[config.mk]
export PLATFORM = sky130hd
export DESIGN_NAME = mem_bus_debug_bridge
export DESIGN_NICKNAME = d
export VERILOG_FILES = /design/src/rtl/mem_bus_debug_bridge.sv
export SDC_FILE = /design/constraint.sdc
export NUM_CORES = 1
export LEC_CHECK = 0
export CORE_MARGIN = 8
export CORE_UTILIZATION = 55
export DETAILED_ROUTE_END_ITERATION = 10
export PLACE_DENSITY_LB_ADDON = 0.25
export SYNTH_ARGS = -nofsm -noshare
export SYNTH_HDL_FRONTEND = slang
export SYNTH_SLANG_ARGS = --single-unit
[constraint.sdc]
create_clock -name clk24 -period 9.2 [get_ports clk24]
set_input_delay 1.84 -clock clk24 [delete_from_list [all_inputs] [get_ports clk24]]
set_output_delay 1.84 -clock clk24 [all_outputs]
set_load 0.01 [all_outputs]
[src/rtl/mem_bus_debug_bridge.sv]
// mem_bus_debug_bridge: parses host command bytes (opcode, LE address, LE data)
// and performs one read or write on the core memory bus via request/grant,
// answering with ACK (plus read data) or NAK on the tx byte stream.
module mem_bus_debug_bridge #(
    parameter int unsigned TIMEOUT_CYCLES = 240000,
    parameter logic [7:0]  ACK_BYTE       = 8'hA5,
    parameter logic [7:0]  NAK_BYTE       = 8'hEE
) (
    input  logic        clk24,
    input  logic        reset,
    input  logic [7:0]  rx_data,
    input  logic        rx_valid,
    output logic        rx_ready,
    output logic [7:0]  tx_data,
    output logic        tx_valid,
    input  logic        tx_ready,
    output logic        bus_request,
    input  logic        bus_grant,
    output logic [31:0] memory_address,
    output logic [31:0] unshifted_memory_write_value,
    output logic [2:0]  unshifted_memory_write_sections,
    input  logic [31:0] memory_read_value,
    output logic        busy
);

    typedef enum logic [2:0] {
        S_IDLE, S_ADDR, S_DATA, S_REQ, S_ACCESS, S_RDWAIT, S_RESP
    } state_t;

    state_t      state, next_state;
    logic        cmd_write;
    logic [1:0]  cmd_size;      // 0 byte, 1 half, 2 word
    logic [1:0]  byte_cnt;
    logic [31:0] cmd_addr;
    logic [31:0] cmd_data;
    logic [31:0] idle_cnt;
    logic [31:0] rd_data;
    logic [7:0]  resp_code;
    logic [2:0]  resp_idx;
    logic [2:0]  resp_last;
    logic        rx_fire;
    logic        last_byte;
    logic        timed_out;
    logic        load_nak;
    logic        load_wr_ack;
    logic        load_rd_ack;

    function automatic logic opcode_known(input logic [7:0] op);
        return op inside {8'h10, 8'h11, 8'h12, 8'h20, 8'h21, 8'h22};
    endfunction

    function automatic logic misaligned(input logic [1:0] size, input logic [1:0] a);
        logic m;
        unique case (size)
            2'd1:    m = a[0];
            2'd2:    m = (a != 2'b00);
            default: m = 1'b0;
        endcase
        return m;
    endfunction

    // Zero-extend the bus read value to the access size.
    function automatic logic [31:0] size_mask(input logic [1:0] size, input logic [31:0] v);
        logic [31:0] r;
        unique case (size)
            2'd0:    r = {24'd0, v[7:0]};
            2'd1:    r = {16'd0, v[15:0]};
            default: r = v;
        endcase
        return r;
    endfunction

    function automatic logic [2:0] write_sections(input logic wr, input logic [1:0] size);
        logic [2:0] s;
        unique case (size)
            2'd0:    s = 3'b001;
            2'd1:    s = 3'b011;
            default: s = 3'b111;
        endcase
        return wr ? s : 3'b000;
    endfunction

    // Index 0 is the status byte, 1..4 are read data bytes LSB first.
    function automatic logic [7:0] response_byte(input logic [2:0] idx, input logic [7:0] code,
                                                 input logic [31:0] d);
        logic [7:0] b;
        unique case (idx)
            3'd1:    b = d[7:0];
            3'd2:    b = d[15:8];
            3'd3:    b = d[23:16];
            3'd4:    b = d[31:24];
            default: b = code;
        endcase
        return b;
    endfunction

    assign rx_fire   = rx_valid && rx_ready;
    assign last_byte = rx_fire && (byte_cnt == 2'd3);
    assign timed_out = !rx_fire && (idle_cnt >= TIMEOUT_CYCLES - 1);
    assign busy      = (state != S_IDLE);

    // State register; reset abandons any partial command or response.
    always_ff @(posedge clk24 or posedge reset) begin
        if (reset) state <= S_IDLE;
        else       state <= next_state;
    end

    // Next-state decode and all handshake / bus strobes.
    always_comb begin
        next_state                      = state;
        rx_ready                        = 1'b0;
        tx_valid                        = 1'b0;
        tx_data                         = 8'h00;
        bus_request                     = 1'b0;
        unshifted_memory_write_sections = 3'b000;
        load_nak                        = 1'b0;
        load_wr_ack                     = 1'b0;
        load_rd_ack                     = 1'b0;
        unique case (state)
            S_IDLE: begin
                rx_ready = !reset;
                if (rx_fire) begin
                    if (opcode_known(rx_data)) begin
                        next_state = S_ADDR;
                    end else begin
                        next_state = S_RESP;
                        load_nak   = 1'b1;
                    end
                end
            end
            S_ADDR: begin
                rx_ready = 1'b1;
                if (last_byte) begin
                    if (cmd_write) begin
                        next_state = S_DATA;
                    end else if (misaligned(cmd_size, cmd_addr[1:0])) begin
                        next_state = S_RESP;
                        load_nak   = 1'b1;
                    end else begin
                        next_state = S_REQ;
                    end
                end else if (timed_out) begin
                    next_state = S_IDLE;
                end
            end
            S_DATA: begin
                rx_ready = 1'b1;
                if (last_byte) begin
                    if (misaligned(cmd_size, cmd_addr[1:0])) begin
                        next_state = S_RESP;
                        load_nak   = 1'b1;
                    end else begin
                        next_state = S_REQ;
                    end
                end else if (timed_out) begin
                    next_state = S_IDLE;
                end
            end
            S_REQ: begin
                bus_request = 1'b1;
                if (bus_grant) next_state = S_ACCESS;
            end
            S_ACCESS: begin
                bus_request                     = 1'b1;
                unshifted_memory_write_sections = write_sections(cmd_write, cmd_size);
                if (cmd_write) begin
                    next_state  = S_RESP;
                    load_wr_ack = 1'b1;
                end else begin
                    next_state = S_RDWAIT;
                end
            end
            S_RDWAIT: begin
                bus_request = 1'b1;
                next_state  = S_RESP;
                load_rd_ack = 1'b1;
            end
            S_RESP: begin
                tx_valid = 1'b1;
                tx_data  = response_byte(resp_idx, resp_code, rd_data);
                if (tx_ready && (resp_idx == resp_last)) next_state = S_IDLE;
            end
            default: next_state = S_IDLE;
        endcase
    end

    // Command capture, idle timeout counter, bus address/data and response sequencing.
    always_ff @(posedge clk24 or posedge reset) begin
        if (reset) begin
            cmd_write                    <= 1'b0;
            cmd_size                     <= 2'd0;
            byte_cnt                     <= 2'd0;
            cmd_addr                     <= 32'd0;
            cmd_data                     <= 32'd0;
            idle_cnt                     <= 32'd0;
            rd_data                      <= 32'd0;
            resp_code                    <= 8'h00;
            resp_idx                     <= 3'd0;
            resp_last                    <= 3'd0;
            memory_address               <= 32'd0;
            unshifted_memory_write_value <= 32'd0;
        end else begin
            if (state == S_IDLE) begin
                byte_cnt <= 2'd0;
                if (rx_fire) begin
                    cmd_write <= (rx_data[7:4] == 4'h1);
                    cmd_size  <= rx_data[1:0];
                end
            end else if (rx_fire) begin
                byte_cnt <= byte_cnt + 2'd1;
                if (state == S_ADDR) cmd_addr[{byte_cnt, 3'b000} +: 8] <= rx_data;
                else                 cmd_data[{byte_cnt, 3'b000} +: 8] <= rx_data;
            end

            if (rx_fire || !((state == S_ADDR) || (state == S_DATA))) idle_cnt <= 32'd0;
            else                                                    idle_cnt <= idle_cnt + 32'd1;

            if ((state == S_REQ) && bus_grant) begin
                memory_address               <= cmd_addr;
                unshifted_memory_write_value <= cmd_data;
            end

            if (load_nak || load_wr_ack) begin
                resp_code <= load_nak ? NAK_BYTE : ACK_BYTE;
                resp_idx  <= 3'd0;
                resp_last <= 3'd0;
            end else if (load_rd_ack) begin
                resp_code <= ACK_BYTE;
                resp_idx  <= 3'd0;
                resp_last <= 3'd4;
                rd_data   <= size_mask(cmd_size, memory_read_value);
            end else if ((state == S_RESP) && tx_ready && (resp_idx != resp_last)) begin
                resp_idx <= resp_idx + 3'd1;
            end
        end
    end

endmodule

* Word-level counts from Yosys, hierarchy flattened *
Cells that the tools add are included.

storage, ports and cells
  bits in registers = 214
  bits of input ports = 45
  output and inout port bits = 79
  logic and storage cells = 127

operators by class
  add/sub/neg operators = 4
  magnitude comparators = 1
  equality and inequality tests = 25
  shift operators = 2
  mux-type cells = 51
  bitwise gates (word level) = 3
  reduce and logical (&&, ||, !) cells = 28

operator list
  kind                      count
  $bwmux W32                2
  $pmux W32 S2              1
  $mux W3                   17
  $add A32 B1 Y32 const B   1
  $ge A32 B18 Y1 const B    1
  $mux W32                  1
  $pmux W8 S4               1
  $shift A8 B7 Y32 const A  1
  $shiftx A8 B7 Y32         1
  $eq A8 B5 Y1 const B      3
  $eq A8 B6 Y1 const B      3
  $mux W8                   3
  $pmux W3 S7               1
  $mux W1                   17
  $eq A3 B2 Y1 const B      4
  $eq A3 B3 Y1 const B      4
  $reduce_and A3 Y1         3
  $logic_and A1 B1 Y1       7
  $mux W7                   1
  $neg A5 Y7                1
  $eq A3 B1 Y1 const B      2
  $mux W2                   3
  $ne A2 B2 Y1 const B      3
  $pmux W3 S2               1
  other kinds (20)          32

* Depth between registers and ports, before layout *
Gate-level depths: netlist of run 1.

  word-level depth = 14
  gate-level depth with buffers = 9
  gate-level depth less buffers = 7

* Worst setup path after synthesis of run 1 *
Ideal clock, no wire load.

  kind = input -> output
  start = input port reset
  end = output port rx_ready
  arrival = 2.261 ns
  required time = 7.360 ns
  slack = 5.099 ns
  stages on the path = 2
  buffers on the path = 0
  cells stage by stage = nor3b_2 -> nor3_1

between the ends
  word-level cells in the longest chain between the ends = 2

RTL lines
  item                        RTL line  source
  start: declaration          10        input logic reset,
  $logic_not A1 Y1 (no line)  -
  $pmux W1 S2                 119       unique case (state)
  end: declaration            13        output logic rx_ready,

Every way passes these cells.

* Worst setup path in the final report of run 1 *
Ends and elaborated chain as after synthesis.

==> impl_results.md, run 1 <==
* Outcome: completed
* First-pass iteration count of the detailed router at 4
* Multi-input logic area at 3830 sq um
* Post-synthesis xor/xnor area fraction at 3.14%
* Final Max Tran Viols at 0
* CP Class: in -> out
* Fillers at 1177
* Routed vias/inst at 5.56
* Worst min path class: reg -> reg
* Worst vdd ir at 0.182 mV
* Post-CTS Setup Inserts at 0
* Main combinational cell family by area after synthesis: multiplexers
* Vias in the first global route at 6866
* Clk pin slew, worst setup/hold paths at 60 ps
* Syn Inst Count at 775
* Post-CTS resize count at 0
* Relative slew slack at 28.3%
* Total Power at 2930 uW
* Compound-Gate Fraction of Synth Area at 5.28%
* Num Clock Sinks at 207
* Post-synthesis simple-gate area fraction at 14.1%
* Initial DRC count at 400
* Top-area cell type share of the netlist area at 56.3%
* Final period utilization at 56.0%
* Antenna cell count at 0
* Multiplexer share of the synthesized area at 17.1%
* Worst setup EP type: output pin
* Cts hold-fix bufs at 0
* CORE AREA at 16500 sq um
* Nets at 955
* WHS at 487 ps
* IO Count at 124
* Worst-path fanout max at 4
* Routed WL at 20.9 mm
* PD cells at 256 nW/um^2
* Cells after DPL at 1092
* Vias at 6293
* Distinct cell type count after synthesis at 50
* Worst Tran Pin Value at 1070 ps
* Register area at 5180 sq um
* Post-DP HPWL at 14.5 mm
* Die height at 145 um
* Gpl congestion at 0.943
* CTS Root Cell: clkbuf_16
* Yosys warning count at 0
* Area growth syn-to-layout at 24.2%
* First-pass GRT wire length at 35.2 mm
* RSZ-0062 raised after global routing: false
* Synth top area cells: dfrtp_1 (56%), mux2_2 (17%), nand2_1 (2.7%)
* Crit path DAT at 3310 ps
* Worst clock skew at 9.10 ps
* Fmax at 194 MHz
* CTS Buf Count at 22
* Die width at 145 um
* Die ar. at 21100 sq um
* Clk buf depth at 3
* Share of layout cells above drive strength 1 at 21.2%
* Setup violators final at 0
* Post-Layout Cell Count at 1132
* Total leakage power at 0.00535 uW
* Min Tclk post-route at 5150 ps
* Max-cap viol count at 0
* Antenna Violating Nets Remaining at 0
* Post-synthesis net count at 834
* Clock Latency Late Sink at 500 ps
* Post-synthesis adder-cell area fraction at 1.90%
* Final Hold Fails at 0
* Syn avg cell area at 11.9 sq um
* CTS tree: done
* Setup TNS at 0 ps
* GRT overflow at 0
* WP data required at 7360 ps
* Most used DFF post-synth: dfrtp_1
* Port bufs at 123
* WL per Instance at 18.5 um
* Setup crit start kind: primary input
* Post-synth EDFFs at 0
* Initial Util at 55.9%
* Flops & latches, synth at 207
* Largest net degree at the start of global routing at 125
* All-Layer GR Usage at 19.9%
* Drt drc at 0
* H-tree depth at 1
* Rows at 47
* Async SR Flop Fraction at 100%
* Synth area leader: dfrtp_1
* Post-synth design cell area at 9200 sq um
* Sequential share of the synthesized area at 56.3%
* Initial antenna violation count at 0
metrics by stage:
step	area, sq um	util [%]	worst slack, ps
after global routing	11400	69.4	3900
after CTS	11400	69.4	4050
after floorplan	9200	-	1710
after detailed placement	10600	64.5	4050
final	11400	69.4	4050
after global placement	10600	64.5	4060
final cells by class:
type	count	share of cell area (%)
sequential	207	45.3
multi-input combinational	521	33.5
timing repair buffer	126	11.0
clock buffer	28	5.47
tap	220	2.41
clock inverter	12	1.62
inverter	18	0.657
placed cells by master, fill, tap and decap left out, types with 6 or more instances in the layout:
master	instances
clkinv_2	7
nand3_1	25
nor2_1	51
xor2_1	25
nor4_1	6
ha_1	14
nor3_1	9
and2_1	35
dfrtp_1	207
nand4_1	14
clkdlybuf4s50_1	123
a22oi_1	8
o21ai_0	46
nand2_1	67
and3_1	6
xnor2_1	8
inv_1	17
clkbuf_16	23
mux2_2	135
a21oi_1	19
state kept, by name, indices dropped and copies added, names as in the netlist:
name / count
idle_cnt: 32
cmd_size: 2
memory_address: 32
cmd_data: 32
resp_code: 3
byte_cnt: 2
resp_last: 1
unshifted_memory_write_value: 32
cmd_write: 1
state: 3
rd_data: 32
cmd_addr: 32
resp_idx: 3
where the power goes:
part	internal, uW	leakage, uW	switching [uW]
sequential	1070	0.00280	132
clock	619	0.000405	347
combinational	344	0.00215	413
total	2040	0.00535	892
worst paths after layout:
path | cells after the start | slack (ps) | to | from
setup reg to reg | 5 | 6860 | state[0] | state[1]
min in group asynchronous | 2 | 1900 | rd_data[0] | reset
hold / removal | 2 | 490 | rd_data[14] | rd_data[14]
setup / recovery | 4 | 4050 | rx_ready | reset
max in group asynchronous | 3 | 5630 | memory_address[15] | reset
hold reg to reg | 2 | 490 | rd_data[14] | rd_data[14]
cells by family (layout without fill, tap and decap cells):
group / Yosys count / after routing
buf+inv: 47 / 184
compound gates: 86 / 86
flops: 207 / 207
simple gates: 248 / 248
mux: 140 / 140
xor+xnor: 33 / 33
fa+ha+maj: 14 / 14
routing by layer:
layer  GRT usage (%)  share of wire (%)  up-vias
li1                -                  -     2928
met1            24.9                 43     3183
met2            34.4                 50      147
met3            3.86                4.5       35
met4            5.67                2.1        0
met5               0                  0        -
critical path, cell delays in order:
cell and delay [ps]:
clkdlybuf4s50_1 580, nor3b_2 310, nor3_1 80, clkdlybuf4s50_1 510
synthesized netlist by cell type (3+ instances only):
library cell	number
buf_1	3
a22oi_1	8
nand2_1	67
inv_1	18
nand4_1	14
clkbuf_1	16
nor3_1	9
o21ai_0	46
and3_1	6
a21oi_1	19
nand2_4	4
nand3_1	26
nand2b_1	4
xnor2_1	8
nor3b_1	4
xor2_1	25
buf_2	9
and2_1	35
mux2_2	135
nor2_1	51
ha_1	14
a211oi_1	3
or2_2	3
dfrtp_1	207
nor2b_1	4
mux2_1	3
nor4_1	6
Note: power is estimated with default switching activity, not from simulation.
==> run 2: changes to the inputs <==
Settings changed: CORE_UTILIZATION 55 to 50.
Clock period 9.2 ns to 4.7 ns, I/O delays scaled along.
==> impl_results.md, run 2 (synthesis gave the netlist of run 1 again) <==
* First-pass GRT wire length at 33.5 mm (-4.8%)
* Final period utilization at 83.4%
* Port bufs at 123 (unchanged)
* Initial DRC count at 319 (-20%)
* Area growth syn-to-layout at 23.4%
* Setup violators final at 0 (unchanged)
* Cts hold-fix bufs at 0 (unchanged)
* Vias at 6153 (-2.2%)
* Cells along the critical path: inv_1 > ha_1 > nor3_1 > o21bai_1 > o21ai_0 > a21oi_1 > clkdlybuf4s50_1
* Share of layout cells above drive strength 1 at 20.7% (-0.44 points)
* Reg-to-reg endpoint: unshifted_memory_write_value[7]
* Worst min path class: reg -> reg
* WP data required at 3760 ps (-3600 ps)
* H-tree depth at 1 (unchanged)
* Gpl congestion at 0.820 (-13%)
* Multi-input logic area at 3840 sq um (+0.20%)
* Relative slew slack at 26.6% (-1.6 points)
* Setup crit start kind: register
* Rows at 49 (+4.3%)
* Nets at 957 (+0.21%)
* Most frequent cells in the layout: dfrtp_1 (207), mux2_2 (135), clkdlybuf4s50_1 (123)
* Die ar. at 23000 sq um (+8.9%)
* Crit path DAT at 2980 ps (-330 ps)
* CTS Root Cell: clkbuf_16
* FF-to-FF path depth at 3 (-2)
* Die height at 152 um (+4.3%)
* Outcome: completed
* Fmax at 255 MHz
* Worst setup EP type: output pin
* Die width at 152 um (+4.3%)
* Reg2reg start: state[1]
* Initial Util at 51.0% (-4.8 points)
* Worst vdd ir at 0.424 mV (+130%)
* Most common cell after layout, fill and taps aside: dfrtp_1
* Vias in the first global route at 6418 (-6.5%)
* Setup TNS at 0 ps (unchanged)
* All-Layer GR Usage at 18.1% (-1.8 points)
* Initial antenna violation count at 0 (unchanged)
* WHS Endpoint: rd_data[9]
* CP Class: reg -> out
* Post-CTS Setup Inserts at 0 (unchanged)
* CTS Buf Count at 23 (+4.5%)
* Worst clock skew at 17.2 ps (+8.13 ps)
* Total leakage power at 0.00529 uW (-1.1%)
* Hold path depth at 2 (unchanged)
* Worst-path fanout max at 9 (+5)
* Largest stage delay, worst path at 580 ps (about the same)
* Num Clock Sinks at 207 (unchanged)
* First-pass iteration count of the detailed router at 5 (+1)
* Worst Tran Pin Value at 1100 ps (+29.0 ps)
* Delay-heaviest family, CP: compound AO/OA/AOI/OAI gates
* Drt drc at 0 (unchanged)
* Slowest cell on the critical path: clkdlybuf4s50_1
* WL per Instance at 17.7 um (-4.2%)
* Post-CTS resize count at 0 (unchanged)
* Clk pin slew, worst setup/hold paths at 60 ps (about the same)
* GRT overflow at 0 (unchanged)
* Min Tclk post-route at 3920 ps
* Final Hold Fails at 0 (unchanged)
* Largest net degree at the start of global routing at 113 (-9.6%)
* RSZ-0062 raised after global routing: false
* CTS tree: done
* Routed vias/inst at 5.39 (-3.0%)
* Post-DP HPWL at 14.1 mm (-2.5%)
* Hold Startpoint: rd_data[9]
* Crit. Startpoint: resp_idx[0]
* Max-cap viol count at 0 (unchanged)
* PD cells at 482 nW/um^2 (+88%)
* Clk buf depth at 3 (unchanged)
* CORE AREA at 18000 sq um (+9.5%)
* Register area at 5180 sq um (unchanged)
* Fin util at 62.9% (-6.4 points)
* Final Max Tran Viols at 0 (unchanged)
* IO Count at 124 (unchanged)
* Routed WL at 20.2 mm (-3.4%)
* Antenna cell count at 0 (unchanged)
* Antenna Violating Nets Remaining at 0 (unchanged)
* Buf+Inv Stages, Crit Path at 2 (unchanged)
* Fillers at 1469 (+25%)
* R2R Setup Slk at 2290 ps (-4570 ps)
* Clock Latency Late Sink at 500 ps (about the same)
[run 2: cell count changes in the layout (fill, tap and decap cells not counted), sizes merged]
cell | before | now
buf | 3 | 4
bufinv | 5 | 0
clkbuf | 28 | 33
clkinv | 7 | 4
clkinvlp | 0 | 2
[run 2: layout make-up]
cell class | instances | area share [%]
multi-input combinational | 521 | 33.8
tap | 229 | 2.53
sequential | 207 | 45.7
clock inverter | 6 | 0.375
inverter | 18 | 0.629
timing repair buffer | 127 | 11.2
clock buffer | 33 | 5.76
[run 2: per-stage QoR]
step	setup WS (ps)	power [uW]	cells	hold slack (ps)	cell area [sq um]
final	781	5470	1141	489	11300
after floorplan	1070	3300	775	428	9200
after CTS	773	5540	1141	489	11300
after detailed placement	1320	3850	1102	464	10600
after global routing	553	5810	1141	510	11300
after global placement	1340	3820	1102	466	10600
[run 2: how the worst max path moves through the flow]
| stage | cells past startpoint | to |
|---|---|---|
| after floorplan | 1 | byte_cnt[0] |
| after global placement | 4 | rx_ready |
| after detailed placement | 7 | tx_data[7] |
| after CTS | 7 | tx_data[7] |
| after global routing | 7 | tx_data[7] |
| final | 7 | tx_data[7] |
[run 2: routing by layer]
layer | part of all wire (%) | GRT usage (%) | wire length [um] | vias to the layer above
li1 | - | - | - | 2941
met1 | 46 | 25.0 | 9350 | 3066
met2 | 47 | 29.3 | 9580 | 118
met3 | 4.7 | 2.97 | 952 | 28
met4 | 1.6 | 4.70 | 329 | 0
met5 | 0 | 0 | 0 | -
[run 2: tightest hold or removal path, stage by stage, from the launching register on]
cell     delay (ps)
dfrtp_1         350
nand2_1          50
o21ai_0          60
[run 2: power by group]
part / leakage (uW) / internal [uW] / switching (uW)
Sequential: 0.00280 / 2100 / 260
Clock: 0.000341 / 966 / 687
Combinational: 0.00215 / 674 / 787
